File: src/rtl/fibo_seq_checker_sat_counter.sv
// Enable-increment event counter that sticks at its maximum value instead of wrapping.
module sat_counter #(
    parameter int unsigned CNT_W = 8
) (
    input  logic             clk,
    input  logic             reset,
    input  logic             inc,
    output logic [CNT_W-1:0] count
);

    always_ff @(posedge clk or posedge reset) begin
        if (reset) begin
            count <= '0;
        end else if (inc && (count != '1)) begin
            count <= count + CNT_W'(1);
        end
    end

endmodule

File: config.mk
export PLATFORM = sky130hd
export DESIGN_NAME = sat_counter
export DESIGN_NICKNAME = d
export VERILOG_FILES = /design/src/rtl/fibo_seq_checker_sat_counter.sv
export SDC_FILE = /design/constraint.sdc
export NUM_CORES = 1
export LEC_CHECK = 0
export ABC_CLOCK_PERIOD_IN_PS = 1300
export BUFFER_PORTS_ARGS = -buffer_cell sky130_fd_sc_hd__buf_2
export CORE_AREA = 4 4 41 43
export DETAILED_ROUTE_END_ITERATION = 7
export DIE_AREA = 0 0 45 47
export PLACE_DENSITY = 0.6
export SLEW_MARGIN = 15
export SYNTH_ARGS = -nofsm -noshare
export SYNTH_HDL_FRONTEND = slang
export SYNTH_SLANG_ARGS = --single-unit
File: constraint.sdc
create_clock -name clk -period 1.3 [get_ports clk]
set_input_delay 0.13 -clock clk [delete_from_list [all_inputs] [get_ports clk]]
set_output_delay 0.13 -clock clk [all_outputs]
set_load 0.02 [all_outputs]
# [Word-level counts from Yosys, hierarchy flattened]
# Index checks and enable logic that the tools add are counted.
[totals] regBits=8 ram_bits=0 latchBits=0 romBits=0 wordCells=4 mem_count=0 in_bits=3 out_inout_bits=8
[op_classes] order_cmp=0 n_shift=0 div=0 reduce_logical=1 eq_ne=1 add_sub_neg=1 bitwise=0 n_mul=0 mux=0
[op_table] op="$add A8 B1 Y8 const B" n=1
[op_table] op="$ne A8 B8 Y1 const B" n=1
[op_table] op="$logic_and A1 B1 Y1" n=1

# [Logic depth before layout (Yosys ltp)]
# Gate-level depths: netlist of the first run.
[depth] ltp_word=2 ltp_mapped=4 ltp_nobuf=4

# [Worst setup path before layout of the first run]
# OpenSTA, ideal clock, no wires.
[synth_timing] path_type="flip-flop to flip-flop" from="register count[0]" to="register count[1]" required_ns=1.172 stages_incl_launch_ff=5 setup_slack_ns=-0.286 arrival_ns=1.458 path_cell_list="dfrtp_1 -> ha_1 -> nand4_4 -> o21ai_2 -> mux2_1"
[synth_between] elab_chain_len=2
[synth_lines] element="from (decl)" line="8" rtl="output logic [CNT_W-1:0] count"
[synth_lines] element="from (signal assigned)" line="15" rtl="count <= count + CNT_W'(1);"
[synth_lines] element="branches (longest 2 deep; another with $add A8 B1 Y8)"
# Parallel ways; which one is timed is not known.
# A chain may end at the register's enable or synchronous reset.

# [Worst setup path in the final report of the first run]
# Same ends and word-level chain as after synthesis.

==> results of run 1 <==
power groups by stage:
stage	logic (mW)	registers [mW]	clock network [mW]
4_1_cts	0.777	0.540	0.226
5_1_grt	0.901	0.569	0.244
6_report	0.822	0.545	0.214
3_5_place_dp	0.691	0.562	0
2_1_floorplan	0.254	0.692	0
3_3_place_gp	0.683	0.559	0
worst paths after layout:
kind,slack [ns],endpoint,cells after the start,from
worst max-delay path,0.04,count[1],4,count[0]
worst min-delay path,0.26,count[2],3,inc
worst max register to register,0.04,count[1],4,count[0]
worst min register to register,0.54,count[6],1,count[6]
max in group asynchronous,0.66,count[2],3,reset
min in group asynchronous,0.36,count[0],3,reset
layer usage:
layer  vias up  track usage  wire (um)
met4         0       0.0702         15
met5         -            0          0
met1       189        0.140        436
met2         7        0.172        473
met3         2       0.0230         46
li1        197            -          -
cell usage in the layout, fill, tap and decap left out:
master,synthesis,final
sky130_fd_sc_hd__nor3_1,2,1
sky130_fd_sc_hd__o21ai_4,0,1
sky130_fd_sc_hd__nor2_1,2,2
sky130_fd_sc_hd__dlygate4sd3_1,0,1
sky130_fd_sc_hd__nand4_1,3,3
sky130_fd_sc_hd__a21boi_1,1,1
sky130_fd_sc_hd__o2111a_1,1,1
sky130_fd_sc_hd__clkbuf_4,0,3
sky130_fd_sc_hd__inv_1,1,1
sky130_fd_sc_hd__nor3_2,0,1
sky130_fd_sc_hd__xnor2_1,1,1
sky130_fd_sc_hd__nand3_1,3,2
sky130_fd_sc_hd__clkbuf_1,0,1
sky130_fd_sc_hd__nand3_2,0,1
sky130_fd_sc_hd__mux2_4,0,2
sky130_fd_sc_hd__a21oi_1,1,1
sky130_fd_sc_hd__mux2_1,3,2
sky130_fd_sc_hd__buf_2,0,10
sky130_fd_sc_hd__dfrtp_1,8,3
sky130_fd_sc_hd__buf_4,0,12
sky130_fd_sc_hd__ha_4,0,1
sky130_fd_sc_hd__nand2_1,4,4
sky130_fd_sc_hd__nand4_4,1,1
sky130_fd_sc_hd__dfrtp_2,0,5
sky130_fd_sc_hd__o21bai_1,2,2
sky130_fd_sc_hd__o21ai_1,1,1
sky130_fd_sc_hd__o31a_1,1,1
per-stage QoR:
step	hold WS, ns	worst slack [ns]	util	TNS, ns	power [mW]
global route	0.285	-0.00948	0.506	-0.00991	1.71
CTS	0.228	0.0121	0.487	0	1.54
floorplan	-0.0547	-0.0893	-	-0.0893	0.946
finish	0.262	0.0388	0.506	0	1.58
detailed placement	0.0983	-0.0335	0.436	-0.0335	1.25
global placement	0.0972	-0.00771	0.436	-0.00771	1.24
worst reg2reg max path, cell delays in order (launching register included):
cell,delay (ns)
sky130_fd_sc_hd__dfrtp_2,0.39
sky130_fd_sc_hd__ha_4,0.15
sky130_fd_sc_hd__nand4_4,0.12
sky130_fd_sc_hd__o21ai_4,0.18
sky130_fd_sc_hd__mux2_4,0.31
logic make-up after synthesis:
| family | share of synthesized area |
|---|---|
| simple gates | 0.209 |
| compound gates | 0.146 |
| xor+xnor | 0.0209 |
| mux | 0.107 |
| flops | 0.478 |
| fa+ha+maj | 0.0298 |
| buf+inv | 0.00895 |
what timing repair did:
item                       4_1_cts  5_1_grt
buffers inserted                 4        0
setup endpoints to repair        1        4
pin swaps                        3        2
hold endpoints to repair         8        0
gates resized for setup          0        5
hold buffers                     1        0
area by class of cell:
cell class,instances,share of cell area
flip-flops and latches,8,0.314
multi-input cells,29,0.384
inverters,1,0.00570
well taps,15,0.0285
clock buffers,4,0.0399
repair buffers,23,0.228
==> flow_summary.html, run 1 <==
<table>
<tr><th>Metric</th><th>Value</th></tr>
<tr><th colspan="2">Outcome</th></tr>
<tr><td>Outcome</td><td>complete, no violations</td></tr>
<tr><th colspan="2">Synth</th></tr>
<tr><td>Share of the synthesized area in the top cell type</td><td>0.478</td></tr>
<tr><td>Most common library cells after synthesis</td><td>sky130_fd_sc_hd__dfrtp_1, sky130_fd_sc_hd__nand2_1, sky130_fd_sc_hd__mux2_1, sky130_fd_sc_hd__nand3_1, sky130_fd_sc_hd__nand4_1</td></tr>
<tr><td>Top flip-flop cell by instance count after synthesis</td><td>sky130_fd_sc_hd__dfrtp_1</td></tr>
<tr><td>Share of flip-flops with an asynchronous set or reset after synthesis</td><td>1.00</td></tr>
<tr><td>Cell type with the largest total area after synthesis</td><td>sky130_fd_sc_hd__dfrtp_1</td></tr>
<tr><td>Cell count after synthesis</td><td>38</td></tr>
<tr><td>Number of warning messages in the yosys log</td><td>0</td></tr>
<tr><td>Syn_nets</td><td>42</td></tr>
<tr><td>Area of the mapped netlist</td><td>between 400 and 500 um2</td></tr>
<tr><td>#FFs+latches synth</td><td>8</td></tr>
<tr><td>Dominant cells by area after synthesis</td><td>sky130_fd_sc_hd__dfrtp_1, sky130_fd_sc_hd__mux2_1, sky130_fd_sc_hd__nand4_4</td></tr>
<tr><td>Syn Area/Cell</td><td>about 11 um2</td></tr>
<tr><td>Number of distinct library cell variants in the gate-level netlist after synthesis</td><td>19</td></tr>
<tr><td>Sequential area share after synthesis</td><td>0.478</td></tr>
<tr><td>Post-synth EDFFs</td><td>0</td></tr>
<tr><td>Most instantiated library cell after synthesis</td><td>sky130_fd_sc_hd__dfrtp_1</td></tr>
<tr><th colspan="2">Floorplanning</th></tr>
<tr><td>Width of the die</td><td>about 45 um</td></tr>
<tr><td>Floorplan Core Area</td><td>0.00130 mm2</td></tr>
<tr><td># IOs</td><td>11</td></tr>
<tr><td>Number of core rows</td><td>13</td></tr>
<tr><td>Die height</td><td>47 um</td></tr>
<tr><td>Die Area</td><td>around 0.0021 mm2</td></tr>
<tr><td>Initial cell density of the core</td><td>0.322</td></tr>
<tr><th colspan="2">Setup path</th></tr>
<tr><td>Kind of cell with the highest combined delay on the critical path</td><td>flip-flops</td></tr>
<tr><td>Cells along the critical path</td><td>ha_4 -&gt; nand4_4 -&gt; o21ai_4 -&gt; mux2_4</td></tr>
<tr><td>Critical Path Max Stage Delay</td><td>0.39 ns</td></tr>
<tr><td>CP max FO</td><td>6</td></tr>
<tr><td>Cell type of the slowest stage on the worst timing path</td><td>sky130_fd_sc_hd__dfrtp_2</td></tr>
<tr><td>Signal arrival time at the worst endpoint</td><td>around 1.4 ns</td></tr>
<tr><td>Startpoint Class</td><td>flop</td></tr>
<tr><td>Type of the worst setup path</td><td>reg -&gt; reg</td></tr>
<tr><td>Capturing element type of the critical path</td><td>flop</td></tr>
<tr><td>Required time of the worst setup path</td><td>between 1 and 1.5 ns</td></tr>
<tr><td>Total buffers and inverters traversed by the critical path</td><td>0</td></tr>
<tr><th colspan="2">Finish</th></tr>
<tr><td>N_diodes</td><td>0</td></tr>
<tr><td>Final nets</td><td>70</td></tr>
<tr><td>Multi-input logic area</td><td>around 250 um2</td></tr>
<tr><td>Filler-free cell count of the finished design</td><td>80</td></tr>
<tr><td>Sequential cell area</td><td>206 um2</td></tr>
<tr><td>Filler cell count in the final layout</td><td>about 130</td></tr>
<tr><td>Area growth from synthesis to layout</td><td>57.0%</td></tr>
<tr><td>Largest registers in the final layout</td><td>count: 8 flops</td></tr>
<tr><td>Number of flip-flops in the largest register</td><td>8</td></tr>
<tr><td>Finished layout cell area</td><td>between 600 and 700 um2</td></tr>
<tr><td>Largest Register</td><td>count</td></tr>
<tr><td>Share of post-route cells with drive strength above 1</td><td>0.569</td></tr>
<tr><th colspan="2">Power and ir drop</th></tr>
<tr><td>IR Drop Worst-Case VDD</td><td>about 1.1 mV</td></tr>
<tr><td>Clock network fraction of total power</td><td>0.135</td></tr>
<tr><td>Static leakage</td><td>0.289 nW</td></tr>
<tr><td>Proportion of total power due to net switching</td><td>0.417</td></tr>
<tr><td>Psw</td><td>about 0.66 mW</td></tr>
<tr><td>PD cells</td><td>2400 mW/mm2</td></tr>
<tr><td>Sequential fraction of design power</td><td>0.345</td></tr>
<tr><td>Internal Power</td><td>around 0.92 mW</td></tr>
<tr><td>Part of the total power dissipated in combinational logic</td><td>0.520</td></tr>
<tr><th colspan="2">Clock network</th></tr>
<tr><td>Clk Tree Root Cell</td><td>sky130_fd_sc_hd__clkbuf_4</td></tr>
<tr><td>TritonCTS clock tree</td><td>built</td></tr>
<tr><td>CTS buffer count</td><td>3</td></tr>
<tr><td>CTS Sinks</td><td>8</td></tr>
<tr><td>Clock tree buffer depth</td><td>2</td></tr>
<tr><td>Clock input transition at the sequential cells of the worst setup and hold paths</td><td>0.06 ns</td></tr>
<tr><td>Clock latency at the later pin of the worst-skew pair</td><td>0.26 ns</td></tr>
<tr><td>H-tree level count</td><td>1</td></tr>
<tr><th colspan="2">Min path</th></tr>
<tr><td>Hold crit path type</td><td>in -&gt; reg</td></tr>
<tr><th colspan="2">Placed design</th></tr>
<tr><td>Sum of net half-perimeters after detailed placement</td><td>around 700 um</td></tr>
<tr><td>Cells after DPL</td><td>71</td></tr>
<tr><td># port buffers</td><td>10</td></tr>
<tr><td>Final GP Congestion</td><td>a little over 0.7</td></tr>
<tr><td>Cell area after placement</td><td>approximately 570 um2</td></tr>
<tr><th colspan="2">STA</th></tr>
<tr><td>Relative max-transition margin</td><td>0.782</td></tr>
<tr><td>Endpoints failing hold</td><td>0</td></tr>
<tr><td>Final Critical Period</td><td>1.26 ns</td></tr>
<tr><td>Number of slew-limit violations in the final report</td><td>0</td></tr>
<tr><td>Slew @ Worst Pin</td><td>around 0.33 ns</td></tr>
<tr><td>Unrepaired setup endpoints after global routing</td><td>yes</td></tr>
<tr><td>Worst clock skew on the final layout</td><td>slightly above 0.01 ns</td></tr>
<tr><td>Fin crit share</td><td>0.970</td></tr>
<tr><td>Endpoints failing setup</td><td>0</td></tr>
<tr><td>Max Clk Rate</td><td>0.793 GHz</td></tr>
<tr><th colspan="2">Global routing</th></tr>
<tr><td>Pin count of the biggest net entering global routing</td><td>9</td></tr>
<tr><td>Number of global-route vias before repair</td><td>~380</td></tr>
<tr><td>Total track usage</td><td>0.111</td></tr>
<tr><td>Total congestion overflow</td><td>0</td></tr>
<tr><td>Global-route wire length before repair</td><td>between 1500 and 2000 um</td></tr>
<tr><td>Initial antenna violation count</td><td>0</td></tr>
<tr><th colspan="2">Routing</th></tr>
<tr><td>Total wire length after detailed routing</td><td>roughly 970 um</td></tr>
<tr><td>Average wire length per cell after detail routing</td><td>around 12 um</td></tr>
<tr><td>DR iter-0 viols</td><td>5</td></tr>
<tr><td>Final routed DRC violation total</td><td>0</td></tr>
<tr><td>Vias</td><td>~400</td></tr>
<tr><td>First-pass iteration count of the detailed router</td><td>4</td></tr>
<tr><td>Routed via count divided by cell count</td><td>between 4 and 5</td></tr>
<tr><td>Number of antenna-violating nets in the routed design</td><td>0</td></tr>
<tr><th colspan="2">Job</th></tr>
<tr><td>Number of maximum-capacitance violations</td><td>0</td></tr>
</table>
No activity file was read; power rests on OpenSTA's default activity.
==> run 2: changes to the inputs <==
--- a/config.mk
+++ b/config.mk
@@ -8,6 +8,7 @@
 export ABC_CLOCK_PERIOD_IN_PS = 1300
 export BUFFER_PORTS_ARGS = -buffer_cell sky130_fd_sc_hd__buf_2
 export CORE_AREA = 4 4 41 43
+export CTS_BUF_LIST = sky130_fd_sc_hd__clkbuf_4 sky130_fd_sc_hd__clkbuf_8 sky130_fd_sc_hd__clkbuf_16
 export DETAILED_ROUTE_END_ITERATION = 7
 export DIE_AREA = 0 0 45 47
 export PLACE_DENSITY = 0.6
==> flow_summary.html, run 2 (synthesis gave the netlist of run 1 again) <==
<table>
<tr><th>Metric</th><th>Value</th></tr>
<tr><th colspan="2">Finish</th></tr>
<tr><td>Multi-input logic area</td><td>roughly 250 um2</td></tr>
<tr><td>Sequential cell area</td><td>~210 um2</td></tr>
<tr><td>Highest-count cells in the layout ignoring fill and taps</td><td>sky130_fd_sc_hd__buf_4, sky130_fd_sc_hd__buf_2, sky130_fd_sc_hd__dfrtp_2</td></tr>
<tr><td>Filler-free cell count of the finished design</td><td>80</td></tr>
<tr><td>Largest registers in the final layout</td><td>count: 8 flops</td></tr>
<tr><td>Share of post-route cells with drive strength above 1</td><td>0.585</td></tr>
<tr><td>Area growth from synthesis to layout</td><td>57.9%</td></tr>
<tr><td>N_diodes</td><td>0</td></tr>
<tr><td>Final nets</td><td>70</td></tr>
<tr><td>Number of flip-flops in the largest register</td><td>8</td></tr>
<tr><td>Share of the core filled with cells</td><td>0.509</td></tr>
<tr><td>Commonest non-fill, non-tap cell in the layout</td><td>sky130_fd_sc_hd__buf_4</td></tr>
<tr><td>Finished layout cell area</td><td>662 um2</td></tr>
<tr><td>Largest Register</td><td>count</td></tr>
<tr><td>Filler cell count in the final layout</td><td>between 100 and 150</td></tr>
<tr><th colspan="2">STA</th></tr>
<tr><td>Relative max-transition margin</td><td>0.781</td></tr>
<tr><td>Unrepaired setup endpoints after global routing</td><td>yes</td></tr>
<tr><td>Fin crit share</td><td>0.972</td></tr>
<tr><td>Setup total negative slack</td><td>0 ns</td></tr>
<tr><td>Worst clock skew on the final layout</td><td>~0.013 ns</td></tr>
<tr><td>Final Critical Period</td><td>~1.3 ns</td></tr>
<tr><td>Max Clk Rate</td><td>0.792 GHz</td></tr>
<tr><td>Number of slew-limit violations in the final report</td><td>0</td></tr>
<tr><td>Endpoints failing hold</td><td>0</td></tr>
<tr><td>Minimum setup slack in the final design</td><td>0.0370 ns</td></tr>
<tr><td>Worst slack on hold paths</td><td>between 0.2 and 0.3 ns</td></tr>
<tr><td>Endpoints failing setup</td><td>0</td></tr>
<tr><td>Slew @ Worst Pin</td><td>0.328 ns</td></tr>
<tr><th colspan="2">Floorplanning</th></tr>
<tr><td>Die Area</td><td>between 0.002 and 0.0025 mm2</td></tr>
<tr><td>Number of core rows</td><td>13</td></tr>
<tr><td>Initial cell density of the core</td><td>0.322</td></tr>
<tr><td>Width of the die</td><td>around 45 um</td></tr>
<tr><td>Floorplan Core Area</td><td>~0.0013 mm2</td></tr>
<tr><td>Die height</td><td>47 um</td></tr>
<tr><td># IOs</td><td>11</td></tr>
<tr><th colspan="2">Placed design</th></tr>
<tr><td>Cells after DPL</td><td>between 70 and 80</td></tr>
<tr><td>Cell area after placement</td><td>567 um2</td></tr>
<tr><td>Final GP Congestion</td><td>between 0.7 and 0.8</td></tr>
<tr><td>Pre-CTS worst setup slack</td><td>-0.0335 ns</td></tr>
<tr><td># port buffers</td><td>10</td></tr>
<tr><td>Sum of net half-perimeters after detailed placement</td><td>between 600 and 700 um</td></tr>
<tr><th colspan="2">Global routing</th></tr>
<tr><td>Pin count of the biggest net entering global routing</td><td>9</td></tr>
<tr><td>Global-route wire length before repair</td><td>~1600 um</td></tr>
<tr><td>Met3 track utilization from global routing</td><td>0.0230</td></tr>
<tr><td>Initial antenna violation count</td><td>0</td></tr>
<tr><td>Total track usage</td><td>0.108</td></tr>
<tr><td>Total congestion overflow</td><td>0</td></tr>
<tr><td>Number of global-route vias before repair</td><td>384</td></tr>
<tr><td>GR peak layer</td><td>met2</td></tr>
<tr><td>Met2 layer usage reported by global route</td><td>0.172</td></tr>
<tr><td>Fraction of met1 tracks used by global routing</td><td>0.140</td></tr>
<tr><th colspan="2">Routing</th></tr>
<tr><td>Routed via count divided by cell count</td><td>roughly 5.0</td></tr>
<tr><td>Number of antenna-violating nets in the routed design</td><td>0</td></tr>
<tr><td>Final routed DRC violation total</td><td>0</td></tr>
<tr><td>First-pass iteration count of the detailed router</td><td>4</td></tr>
<tr><td>Total wire length after detailed routing</td><td>slightly below 1000 um</td></tr>
<tr><td>DR iter-0 viols</td><td>3</td></tr>
<tr><td>Average wire length per cell after detail routing</td><td>12.2 um</td></tr>
<tr><td>Vias</td><td>around 400</td></tr>
<tr><th colspan="2">Clock network</th></tr>
<tr><td>CTS Sinks</td><td>8</td></tr>
<tr><td>Clock latency at the later pin of the worst-skew pair</td><td>~0.26 ns</td></tr>
<tr><td>Clock input transition at the sequential cells of the worst setup and hold paths</td><td>0.07 ns</td></tr>
<tr><td>CTS buffer count</td><td>3</td></tr>
<tr><td>Clock tree buffer depth</td><td>2</td></tr>
<tr><td>TritonCTS clock tree</td><td>built</td></tr>
<tr><td>Clk Tree Root Cell</td><td>sky130_fd_sc_hd__clkbuf_4</td></tr>
<tr><td>H-tree level count</td><td>1</td></tr>
<tr><th colspan="2">Setup path</th></tr>
<tr><td>Type of the worst setup path</td><td>reg -&gt; reg</td></tr>
<tr><td>Capturing element type of the critical path</td><td>flop</td></tr>
<tr><td>Signal arrival time at the worst endpoint</td><td>1.41 ns</td></tr>
<tr><td>CP max FO</td><td>6</td></tr>
<tr><td>Required time of the worst setup path</td><td>about 1.5 ns</td></tr>
<tr><td>Startpoint Class</td><td>flop</td></tr>
<tr><td>Depth of the most critical reg-to-reg path</td><td>4</td></tr>
<tr><th colspan="2">Power and ir drop</th></tr>
<tr><td>Total Power</td><td>between 1.5 and 2 mW</td></tr>
<tr><td>Internal Power</td><td>about 0.94 mW</td></tr>
<tr><td>Psw</td><td>approximately 0.66 mW</td></tr>
<tr><td>IR Drop Worst-Case VDD</td><td>~1.1 mV</td></tr>
<tr><td>Proportion of total power due to net switching</td><td>0.412</td></tr>
<tr><td>Part of the total power dissipated in combinational logic</td><td>0.514</td></tr>
<tr><td>Clock network fraction of total power</td><td>0.145</td></tr>
<tr><td>Sequential fraction of design power</td><td>0.340</td></tr>
<tr><td>Static leakage</td><td>around 0.3 nW</td></tr>
<tr><td>PD cells</td><td>2420 mW/mm2</td></tr>
<tr><th colspan="2">Outcome</th></tr>
<tr><td>Outcome</td><td>complete, no violations</td></tr>
<tr><th colspan="2">Min path</th></tr>
<tr><td>Hold Path Cell Cnt</td><td>3</td></tr>
<tr><td>Hold crit path type</td><td>in -&gt; reg</td></tr>
<tr><th colspan="2">Job</th></tr>
<tr><td>Number of maximum-capacitance violations</td><td>0</td></tr>
</table>
run 2: layout make-up:
type / count / area share
Timing Repair Buffer: 23 / 0.227
Inverter: 1 / 0.00567
Tap cell: 15 / 0.0284
Multi-Input combinational cell: 29 / 0.382
Clock buffer: 4 / 0.0454
Sequential cell: 8 / 0.312
run 2: final timing paths:
check	to	slack (ns)	startpoint
max in group asynchronous	count[2]	0.65	reset
min in group asynchronous	count[0]	0.37	reset
min reg2reg	count[6]	0.54	count[6]
min	count[2]	0.27	inc
max	count[1]	0.04	count[0]
max reg2reg	count[1]	0.04	count[0]
run 2: worst max-delay path: stages (launching register included):
cell	delay [ns]
sky130_fd_sc_hd__dfrtp_2	0.39
sky130_fd_sc_hd__ha_4	0.15
sky130_fd_sc_hd__nand4_4	0.12
sky130_fd_sc_hd__o21ai_4	0.18
sky130_fd_sc_hd__mux2_4	0.31
run 2: metal layers:
| metal | vias up | part of all wire |
|---|---|---|
| li1 | 197 | - |
| met5 | - | 0 |
| met2 | 5 | 0.50 |
| met3 | 0 | 0.045 |
| met1 | 194 | 0.46 |
| met4 | 0 | 0 |
run 2: power groups by stage:
stage	Sequential, mW	Clock, mW	Combinational [mW]
floorplan	0.692	0	0.254
global placement	0.559	0	0.683
detailed placement	0.562	0	0.691
CTS	0.540	0.242	0.777
global route	0.569	0.264	0.901
finish	0.546	0.233	0.824
run 2: what timing repair did:
item / CTS / global route
endpoints found under the hold margin: 8 / 0
resized for setup: 0 / 5
setup buffers: 4 / 0
setup endpoints to repair: 1 / 4
hold buffers: 1 / 0
pin swaps: 3 / 2
==> run 3: changes to the inputs <==
--- a/config.mk
+++ b/config.mk
@@ -7,11 +7,11 @@
 export LEC_CHECK = 0
 export ABC_CLOCK_PERIOD_IN_PS = 1300
 export BUFFER_PORTS_ARGS = -buffer_cell sky130_fd_sc_hd__buf_2
-export CORE_AREA = 4 4 41 43
+export CORE_MARGIN = 4
+export CORE_UTILIZATION = 30
 export CTS_BUF_LIST = sky130_fd_sc_hd__clkbuf_4 sky130_fd_sc_hd__clkbuf_8 sky130_fd_sc_hd__clkbuf_16
 export DETAILED_ROUTE_END_ITERATION = 7
-export DIE_AREA = 0 0 45 47
-export PLACE_DENSITY = 0.6
+export PLACE_DENSITY = 0.58
 export SLEW_MARGIN = 15
 export SYNTH_ARGS = -nofsm -noshare
 export SYNTH_HDL_FRONTEND = slang
==> flow_summary.html, run 3 (synthesis gave the netlist of run 1 again) <==
<table>
<tr><th>Metric</th><th>Value</th></tr>
<tr><th colspan="2">STA</th></tr>
<tr><td>Worst clock skew on the final layout</td><td>between 0.006 and 0.007 ns</td></tr>
<tr><td>Unrepaired setup endpoints after global routing</td><td>yes</td></tr>
<tr><td>Endpoints failing hold</td><td>0</td></tr>
<tr><td>Slew @ Worst Pin</td><td>roughly 0.32 ns</td></tr>
<tr><td>Fin crit share</td><td>0.996</td></tr>
<tr><td>Endpoints failing setup</td><td>0</td></tr>
<tr><td>Final Critical Period</td><td>roughly 1.3 ns</td></tr>
<tr><td>Max Clk Rate</td><td>0.772 GHz</td></tr>
<tr><td>Relative max-transition margin</td><td>0.785</td></tr>
<tr><td>Number of slew-limit violations in the final report</td><td>0</td></tr>
<tr><th colspan="2">Global routing</th></tr>
<tr><td>Total congestion overflow</td><td>0</td></tr>
<tr><td>Total track usage</td><td>0.106</td></tr>
<tr><td>Pin count of the biggest net entering global routing</td><td>9</td></tr>
<tr><td>Initial antenna violation count</td><td>0</td></tr>
<tr><td>Number of global-route vias before repair</td><td>between 300 and 400</td></tr>
<tr><td>Global-route wire length before repair</td><td>1570 um</td></tr>
<tr><th colspan="2">Routing</th></tr>
<tr><td>Routed via count divided by cell count</td><td>approximately 5</td></tr>
<tr><td>Vias</td><td>roughly 410</td></tr>
<tr><td>Number of antenna-violating nets in the routed design</td><td>0</td></tr>
<tr><td>DR iter-0 viols</td><td>12</td></tr>
<tr><td>Average wire length per cell after detail routing</td><td>between 10 and 15 um</td></tr>
<tr><td>Final routed DRC violation total</td><td>0</td></tr>
<tr><td>Total wire length after detailed routing</td><td>around 1000 um</td></tr>
<tr><td>First-pass iteration count of the detailed router</td><td>4</td></tr>
<tr><th colspan="2">Finish</th></tr>
<tr><td>Multi-input logic area</td><td>roughly 260 um2</td></tr>
<tr><td>Largest Register</td><td>count</td></tr>
<tr><td>N_diodes</td><td>0</td></tr>
<tr><td>Filler cell count in the final layout</td><td>between 100 and 150</td></tr>
<tr><td>Number of flip-flops in the largest register</td><td>8</td></tr>
<tr><td>Share of the core filled with cells</td><td>0.520</td></tr>
<tr><td>Area growth from synthesis to layout</td><td>61.5%</td></tr>
<tr><td>Highest-count cells in the layout ignoring fill and taps</td><td>sky130_fd_sc_hd__buf_4, sky130_fd_sc_hd__buf_2, sky130_fd_sc_hd__dfrtp_2</td></tr>
<tr><td>Finished layout cell area</td><td>about 680 um2</td></tr>
<tr><td>Largest registers in the final layout</td><td>count: 8 flops</td></tr>
<tr><td>Sequential cell area</td><td>slightly above 200 um2</td></tr>
<tr><td>Final nets</td><td>70</td></tr>
<tr><td>Commonest non-fill, non-tap cell in the layout</td><td>sky130_fd_sc_hd__buf_4</td></tr>
<tr><td>Share of post-route cells with drive strength above 1</td><td>0.631</td></tr>
<tr><th colspan="2">Setup path</th></tr>
<tr><td>Signal arrival time at the worst endpoint</td><td>around 1.4 ns</td></tr>
<tr><td>CP max FO</td><td>5</td></tr>
<tr><td>Required time of the worst setup path</td><td>~1.4 ns</td></tr>
<tr><td>Capturing element type of the critical path</td><td>flop</td></tr>
<tr><td>Type of the worst setup path</td><td>reg -&gt; reg</td></tr>
<tr><td>Register-to-register path setup slack</td><td>between 0.004 and 0.005 ns</td></tr>
<tr><td>Startpoint Class</td><td>flop</td></tr>
<tr><th colspan="2">Clock network</th></tr>
<tr><td>CTS buffer count</td><td>3</td></tr>
<tr><td>CTS Sinks</td><td>8</td></tr>
<tr><td>TritonCTS clock tree</td><td>built</td></tr>
<tr><td>Clk Tree Root Cell</td><td>sky130_fd_sc_hd__clkbuf_4</td></tr>
<tr><td>Clock latency at the later pin of the worst-skew pair</td><td>about 0.26 ns</td></tr>
<tr><td>Clock tree buffer depth</td><td>2</td></tr>
<tr><td>H-tree level count</td><td>1</td></tr>
<tr><td>Clock input transition at the sequential cells of the worst setup and hold paths</td><td>roughly 0.060 ns</td></tr>
<tr><th colspan="2">Floorplanning</th></tr>
<tr><td>Die height</td><td>45.4 um</td></tr>
<tr><td>Floorplan Core Area</td><td>approximately 0.0013 mm2</td></tr>
<tr><td>Width of the die</td><td>45.4 um</td></tr>
<tr><td># IOs</td><td>11</td></tr>
<tr><td>Number of core rows</td><td>13</td></tr>
<tr><td>Initial cell density of the core</td><td>0.322</td></tr>
<tr><td>Die Area</td><td>just over 0.002 mm2</td></tr>
<tr><th colspan="2">Power and ir drop</th></tr>
<tr><td>IR Drop Worst-Case VDD</td><td>roughly 1.2 mV</td></tr>
<tr><td>Static leakage</td><td>0.302 nW</td></tr>
<tr><td>PD cells</td><td>approximately 2400 mW/mm2</td></tr>
<tr><th colspan="2">Placed design</th></tr>
<tr><td># port buffers</td><td>10</td></tr>
<tr><td>Final GP Congestion</td><td>0.677</td></tr>
<tr><td>Cell area after placement</td><td>574 um2</td></tr>
<tr><td>Sum of net half-perimeters after detailed placement</td><td>719 um</td></tr>
<tr><th colspan="2">Outcome</th></tr>
<tr><td>Outcome</td><td>complete, no violations</td></tr>
<tr><th colspan="2">Job</th></tr>
<tr><td>Number of maximum-capacitance violations</td><td>0</td></tr>
<tr><th colspan="2">Min path</th></tr>
<tr><td>Hold crit path type</td><td>in -&gt; reg</td></tr>
</table>
## run 3: cell counts in the layout (fill, tap and decap cells not counted)
Identical to the previous run, type by type.
## run 3: area by class of cell
class                      count  area share
multi-input combinational     29       0.390
sequential                     8       0.305
inverter                       1     0.00555
clock buffer                   4      0.0444
timing repair buffer          23       0.227
tap                           15      0.0277
## run 3: path summary, 6_finish.rpt
check,startpoint,end,depth (start not counted)
max,count[1],count[1],4
min,inc,count[2],3
max reg2reg,count[1],count[1],4
min reg2reg,count[6],count[6],1
max in group asynchronous,reset,count[2],3
min in group asynchronous,reset,count[1],3
## run 3: worst max-delay path: stages (launching register included)
cell and delay (ns):
sky130_fd_sc_hd__dfrtp_2 0.41, sky130_fd_sc_hd__ha_4 0.16, sky130_fd_sc_hd__nand4_4 0.12, sky130_fd_sc_hd__o21ai_4 0.18, sky130_fd_sc_hd__mux2_4 0.31
## run 3: timing repair
action                                  CTS  global route
buffers inserted                          2             1
gates resized for setup                   1             8
hold endpoints to repair                  8             0
pin swaps                                 3             6
hold buffers                              1             0
endpoints found under the setup margin    1             6
## run 3: metal layers
layer / vias to the layer above / track usage / routed length, um
met5: - / 0 / 0
met1: 189 / 0.127 / 460
li1: 203 / - / -
met4: 0 / 0.0526 / 8
met3: 2 / 0.0356 / 49
met2: 13 / 0.167 / 481
## run 3: report_power, final
group / internal [mW] / leakage, nW / total [mW] / switching [mW]
Clock: 0.139 / 0.0184 / 0.230 / 0.0910
Sequential: 0.377 / 0.0936 / 0.548 / 0.171
Combinational: 0.439 / 0.190 / 0.834 / 0.395
Total: 0.955 / 0.302 / 1.61 / 0.657
## run 3: metrics by stage
stage / hold slack [ns] / power (mW) / TNS [ns] / instances / setup WS (ns)
2_1_floorplan: -0.0547 / 0.946 / -0.0893 / 38 / -0.0893
3_3_place_gp: 0.0998 / 1.24 / -0.00338 / 72 / -0.00338
3_5_place_dp: 0.0949 / 1.25 / -0.0283 / 72 / -0.0283
4_1_cts: 0.241 / 1.54 / 0 / 79 / 0.00180
5_1_grt: 0.284 / 1.74 / -0.0465 / 80 / -0.0341
6_report: 0.259 / 1.61 / 0 / 80 / 0.00485
